[config.mk]
export PLATFORM = sky130hd
export DESIGN_NAME = data_mem_arbiter
export DESIGN_NICKNAME = d
export VERILOG_FILES = /design/src/rtl/data_mem_arbiter_pkg.sv /design/src/rtl/data_mem_arbiter_rr.sv /design/src/rtl/data_mem_arbiter.sv
export SDC_FILE = /design/constraint.sdc
export NUM_CORES = 1
export LEC_CHECK = 0
export CAP_MARGIN = 20
export CELL_PAD_IN_SITES_DETAIL_PLACEMENT = 1
export CELL_PAD_IN_SITES_GLOBAL_PLACEMENT = 1
export CORE_AREA = 10 10 246 248
export DETAILED_ROUTE_END_ITERATION = 12
export DIE_AREA = 0 0 256 258
export MAX_ROUTING_LAYER = met4
export PLACE_DENSITY_LB_ADDON = 0.15
export SLEW_MARGIN = 40
export SYNTH_ARGS = -nofsm -noshare
export SYNTH_HDL_FRONTEND = slang
export SYNTH_SLANG_ARGS = --single-unit
[constraint.sdc]
create_clock -name i_clk -period 2.2 [get_ports i_clk]
set_clock_uncertainty 0.05 [all_clocks]
set_input_delay 0.55 -clock i_clk [delete_from_list [all_inputs] [get_ports i_clk]]
set_output_delay 0.55 -clock i_clk [all_outputs]
set_load 0.02 [all_outputs]
[src/rtl/data_mem_arbiter_pkg.sv]
// Shared definitions for the two-port data memory arbiter: FSM encodings,
// default geometry and requester port ids.
package dmem_pkg;

    localparam int ADDR_W_DEF    = 64;
    localparam int DATA_W_DEF    = 64;
    localparam int MEM_BYTES_DEF = 64;

    localparam logic PORT0 = 1'b0;
    localparam logic PORT1 = 1'b1;

    typedef enum logic [1:0] {
        ST_IDLE   = 2'b00,
        ST_ACCESS = 2'b01,
        ST_DONE   = 2'b10
    } state_t;

endpackage

[src/rtl/data_mem_arbiter_rr.sv]
// Combinational two-way round-robin pick: a lone requester always wins,
// a tie goes to the port that did not win the previous tie.
module rr_arbiter2
    import dmem_pkg::*;
(
    input  logic [1:0] i_req,
    input  logic       i_last_grant,
    output logic       o_grant_id,
    output logic       o_any_req
);

    always_comb begin
        o_any_req  = |i_req;
        o_grant_id = PORT0;
        if (&i_req)
            o_grant_id = ~i_last_grant;
        else if (i_req[1])
            o_grant_id = PORT1;
    end

endmodule

[src/rtl/data_mem_arbiter.sv]
// Shares one byte-addressed data memory between the load/store unit (port 0)
// and the debug/loader (port 1) as fixed IDLE/ACCESS/DONE transactions.
module data_mem_arbiter
    import dmem_pkg::*;
#(
    parameter int ADDR_W    = ADDR_W_DEF,
    parameter int DATA_W    = DATA_W_DEF,
    parameter int MEM_BYTES = MEM_BYTES_DEF
) (
    input  logic              i_clk,
    input  logic              i_reset,

    input  logic              i_r0_req,
    input  logic              i_r0_we,
    input  logic [ADDR_W-1:0] i_r0_addr,
    input  logic [DATA_W-1:0] i_r0_wdata,
    output logic              o_r0_gnt,
    output logic              o_r0_done,
    output logic [DATA_W-1:0] o_r0_rdata,
    output logic              o_r0_err,

    input  logic              i_r1_req,
    input  logic              i_r1_we,
    input  logic [ADDR_W-1:0] i_r1_addr,
    input  logic [DATA_W-1:0] i_r1_wdata,
    output logic              o_r1_gnt,
    output logic              o_r1_done,
    output logic [DATA_W-1:0] o_r1_rdata,
    output logic              o_r1_err,

    output logic [ADDR_W-1:0] o_mem_addr,
    output logic [DATA_W-1:0] o_mem_wdata,
    output logic              o_mem_write,
    output logic              o_mem_read,
    input  logic [DATA_W-1:0] i_mem_rdata
);

    // Highest start address whose whole word still fits in memory.
    localparam logic [ADDR_W-1:0] LAST_ADDR = ADDR_W'(MEM_BYTES - DATA_W / 8);

    state_t              r_state;
    state_t              w_next;
    logic                r_last_grant;
    logic                r_sel;
    logic                r_we;
    logic [ADDR_W-1:0]   r_addr;
    logic [DATA_W-1:0]   r_wdata;
    logic [DATA_W-1:0]   r_rdata0;
    logic [DATA_W-1:0]   r_rdata1;

    logic                w_grant_id;
    logic                w_any_req;
    logic                w_in_range;
    logic                w_latch;
    logic                w_capture;
    logic [DATA_W-1:0]   w_cap_data;

    rr_arbiter2 u_arb (
        .i_req        ({i_r1_req, i_r0_req}),
        .i_last_grant (r_last_grant),
        .o_grant_id   (w_grant_id),
        .o_any_req    (w_any_req)
    );

    assign w_in_range = (r_addr <= LAST_ADDR);
    assign w_latch    = (r_state == ST_IDLE) && w_any_req;
    // Loads capture memory data; any out-of-range access clears the port's rdata.
    assign w_capture  = (r_state == ST_ACCESS) && (!r_we || !w_in_range);
    assign w_cap_data = w_in_range ? i_mem_rdata : '0;

    always_ff @(posedge i_clk) begin
        if (i_reset)
            r_state <= ST_IDLE;
        else
            r_state <= w_next;
    end

    always_comb begin
        w_next = r_state;
        case (r_state)
            ST_IDLE:   if (w_any_req) w_next = ST_ACCESS;
            ST_ACCESS: w_next = ST_DONE;
            ST_DONE:   w_next = ST_IDLE;
            default:   w_next = ST_IDLE;
        endcase
    end

    always_ff @(posedge i_clk) begin
        if (i_reset) begin
            r_last_grant <= PORT1;
            r_sel        <= PORT0;
            r_we         <= 1'b0;
            r_addr       <= '0;
            r_wdata      <= '0;
            r_rdata0     <= '0;
            r_rdata1     <= '0;
        end else begin
            if (w_latch) begin
                r_sel   <= w_grant_id;
                r_we    <= (w_grant_id == PORT1) ? i_r1_we    : i_r0_we;
                r_addr  <= (w_grant_id == PORT1) ? i_r1_addr  : i_r0_addr;
                r_wdata <= (w_grant_id == PORT1) ? i_r1_wdata : i_r0_wdata;
                if (i_r0_req && i_r1_req)
                    r_last_grant <= w_grant_id;
            end
            if (w_capture) begin
                if (r_sel == PORT1)
                    r_rdata1 <= w_cap_data;
                else
                    r_rdata0 <= w_cap_data;
            end
        end
    end

    always_comb begin
        o_r0_gnt    = 1'b0;
        o_r1_gnt    = 1'b0;
        o_r0_done   = 1'b0;
        o_r1_done   = 1'b0;
        o_r0_err    = 1'b0;
        o_r1_err    = 1'b0;
        o_mem_addr  = '0;
        o_mem_wdata = '0;
        o_mem_read  = 1'b0;
        o_mem_write = 1'b0;
        case (r_state)
            ST_ACCESS: begin
                o_r0_gnt = (r_sel == PORT0);
                o_r1_gnt = (r_sel == PORT1);
                if (w_in_range) begin
                    o_mem_addr  = r_addr;
                    o_mem_wdata = r_wdata;
                    o_mem_read  = ~r_we;
                    // A store caught by reset in this cycle must not commit.
                    o_mem_write = r_we & ~i_reset;
                end
            end
            ST_DONE: begin
                o_r0_done = (r_sel == PORT0);
                o_r1_done = (r_sel == PORT1);
                o_r0_err  = (r_sel == PORT0) && !w_in_range;
                o_r1_err  = (r_sel == PORT1) && !w_in_range;
            end
            default: ;
        endcase
    end

    assign o_r0_rdata = r_rdata0;
    assign o_r1_rdata = r_rdata1;

endmodule

==> impl_metrics.csv <==
group,metric,value,unit
status,status,"complete, but fails checks",
status,violations,"setup timing",
critical_path,worst-r2r-cell-count,13,
critical_path,setup.worst_path.start_class,"flip-flop",
logic_synthesis,ys.warnings.count,0,
clock_tree,cts_max_path_buffers,3,
sta,hold-worst-slack,0.202,ns
power_and_ir_drop,power_density,576,nW/µm²
die,fp-row-count,87,
finish,most_common_library_cell_in_the_layout_ignoring_fill_and_taps,"clkdlybuf4s50_1",
critical_path,critPathArrivalTime,2.54,ns
critical_path,critical_path_class,"flip-flop to primary output",
critical_path,worst_r2r_src,"r_addr[62]",
route,drtPass1Iterations,4,
logic_synthesis,netlist_instances,1588,
global_routing,number_of_antenna_violations_at_the_first_check_in_global_routing,5,
critical_path,timing.critical_path.from,"r_addr[62]",
finish,final_area,23400,µm²
global_routing,vias_in_the_first_global_route,15000,
logic_synthesis,cell_area_after_technology_mapping,13700,µm²
finish,layout.core_utilization,0.420,
clock_tree,register_clock_pin_slew_on_the_reported_worst_setup_and_hold_paths,0.06,ns
critical_path,worst_ep_required_time,1.60,ns
route,drt_drc_violations_left,0,
die,core-area,55700,µm²
place,dpl_worst_slack,-0.856,ns
route,vias,14600,
place,detailed_place_hpwl,47.8,mm
sta,timing.final.max_slew_violations,0,
sta,achievable-frequency,318,MHz
finish,area_growth_from_synthesis_to_layout,70.8,%
clock_tree,clk-insertion-delay-late,0.53,ns
min_path,hold_path_cell_cnt,2,
place,dpl_cell_area,20200,µm²
route,finalWirelength,72.6,mm
global_routing,overflow,0,
min_path,hold_path.startpoint,"i_reset",
finish,post_route_cells_drive_above_1_share,0.200,
sta,worst_slew_pin_slew,0.637,ns
finish,layout_common_cells,"452 x clkdlybuf4s50_1, 257 x dfxtp_1, 134 x nor2_1",
critical_path,kind_of_end_point_of_the_critical_path,"primary output",
die,initial_core_util,0.246,
logic_synthesis,syn_avg_cell_area,8.63,µm²
place,place.gp.congestion,0.792,
die,boundaryPins,590,
global_routing,wire_length_of_the_first_global_routing_pass,100,mm
route,detail_route.wl_per_cell,24.9,µm
sta,postLayoutSetupSlackWorst,-0.944,ns
place,place.port_buffers,531,
clock_tree,cts_num_sinks,261,
logic_synthesis,synth_seq_cells,261,
sta,crit_share_post_route,1.43,
global_routing,maximum_number_of_pins_on_one_net_before_global_route_repair,124,
route,drtIter0Drc,736,
sta,setup_repair_after_global_routing_missed_its_margin,"yes",
clock_tree,cts_hold_buf,0,
logic_synthesis,seq_total_area_yosys,0.381,
sta,setup_viol,213,
global_routing,track_usage,0.203,
finish,num-nets-final,2458,
power_and_ir_drop,ir_drop,421,µV
sta,max-slew-margin-rel,0.575,
finish,layout.filler_cells,6219,
power_and_ir_drop,cellLeakagePower,8.52,nW
clock_tree,cts_tree,"built",
clock_tree,cts-buffers-inserted,34,
sta,count_of_endpoints_failing_hold_in_the_final_timing_report,0,
die,die_w,256,µm
clock_tree,ctsRootBufferMaster,"clkbuf_16",
clock_tree,cts-htree-levels,2,
logic_synthesis,post_synth_num_cell_types,29,
run,maxCapViolations,0,
die,die_area,66000,µm²
die,floorplan.die.height,258,µm
min_path,worstHoldPathType,"input port to flip-flop",
critical_path,path_max_fanout,7,
sta,layout_min_cycle_time,3.14,ns
route,via_per_inst,5.01,
route,drtAntennaViolNets,0,
critical path: stages, from the launching register on:
cell and delay (ns):
dfxtp_2 0.32, nor4_2 0.27, buf_4 0.15, nand4_1 0.13
nor3_4 0.22, and3_4 0.34, buf_6 0.15, clkbuf_16 0.16
and2_4 0.15, buf_6 0.11
power by group:
group	leakage (nW)	internal (mW)	total (mW)	switching, mW
Clock	0.564	3.53	5.79	2.26
Sequential	2.14	5.02	5.24	0.220
Combinational	5.81	1.21	2.45	1.24
Total	8.52	9.76	13.5	3.72
area by class of cell:
| type | count | area (µm²) | area share |
|---|---|---|---|
| Antenna cell | 5 | 12.5 | 0.000535 |
| Clock inverter | 7 | 92.6 | 0.00396 |
| Multi-Input combinational cell | 1140 | 8050 | 0.344 |
| Clock buffer | 52 | 1050 | 0.0450 |
| Inverter | 1 | 6.26 | 0.000267 |
| Tap cell | 756 | 946 | 0.0404 |
| Timing Repair Buffer | 694 | 8000 | 0.342 |
| Sequential cell | 261 | 5230 | 0.224 |
state kept, by name, indices dropped and copies added (netlist names):
| signal | flops |
|---|---|
| r_last_grant | 1 |
| r_wdata | 64 |
| r_sel | 1 |
| r_state | 2 |
| r_we | 1 |
| o_r1_rdata | 64 |
| o_r0_rdata | 64 |
| r_addr | 64 |
cells in the mapped netlist:
cell	count	share of area
dfxtp_1	261	0.38
nor2_1	137	0.038
and2_1	132	0.060
nand4_1	131	0.060
a211oi_1	129	0.071
a21oi_1	129	0.047
mux2i_1	129	0.094
nor2b_1	129	0.059
a41oi_1	128	0.082
clkbuf_1	98	0.027
buf_2	73	0.027
buf_4	64	0.035
nor4_1	14	0.0064
buf_1	8	0.0022
nand2_1	5	0.0014
and2_0	4	0.0018
nand3_1	3	0.0011
nand2b_1	2	0.00091
nor3_1	2	0.00073
a21boi_1	1	0.00055
and3_1	1	0.00046
and3b_1	1	0.00064
conb_1	1	0.00027
inv_1	1	0.00027
nor3_2	1	0.00073
nor3b_1	1	0.00055
o21a_1	1	0.00055
o21ai_0	1	0.00036
xor2_1	1	0.00064
worst paths after layout:
path / to / slack [ns]
worst max-delay path: o_mem_wdata[44] / -0.94
worst min-delay path: r_state[1] / 0.20
worst max register to register: o_r1_rdata[58] / -0.23
worst min register to register: r_wdata[2] / 0.45
per-stage QoR:
step / TNS [ns] / power [mW] / cells
3_5_place_dp: -109.12 / 7.71 / 2788
5_1_grt: -115.92 / 14.1 / 2916
4_1_cts: -85.48 / 13.6 / 2869
3_3_place_gp: -108.08 / 7.68 / 2784
2_1_floorplan: -0.0475 / 6.47 / 1645
6_report: -84.15 / 13.5 / 2916
routing by layer:
layer	wire length (µm)	global-route usage	up-vias
li1	-	-	6872
met1	30000	0.235	7186
met2	35800	0.335	448
met3	4840	0.0594	91
met4	1940	0.0600	0
met5	0	-	-
repair_timing:
item / CTS / global route
gates cloned: 16 / 25
pin swaps: 3 / 98
resized for setup: 324 / 157
setup buffers: 6 / 19
endpoints found under the hold margin: 0 / 0
endpoints found under the setup margin: 202 / 248
cells by family (layout without fill, tap and decap cells):
logic type / Yosys count / count (layout) / synth area share
AOI/OAI and AO/OA: 389 / 389 / 0.201
xor gates and xnor gates: 1 / 1 / 0.000639
buffers and inverters: 244 / 754 / 0.0911
DFF: 261 / 261 / 0.381
muxes: 129 / 129 / 0.0943
other: 1 / 63 / 0.000274
and+or+nand+nor: 563 / 563 / 0.231
No activity file was read; power rests on OpenSTA's default activity.
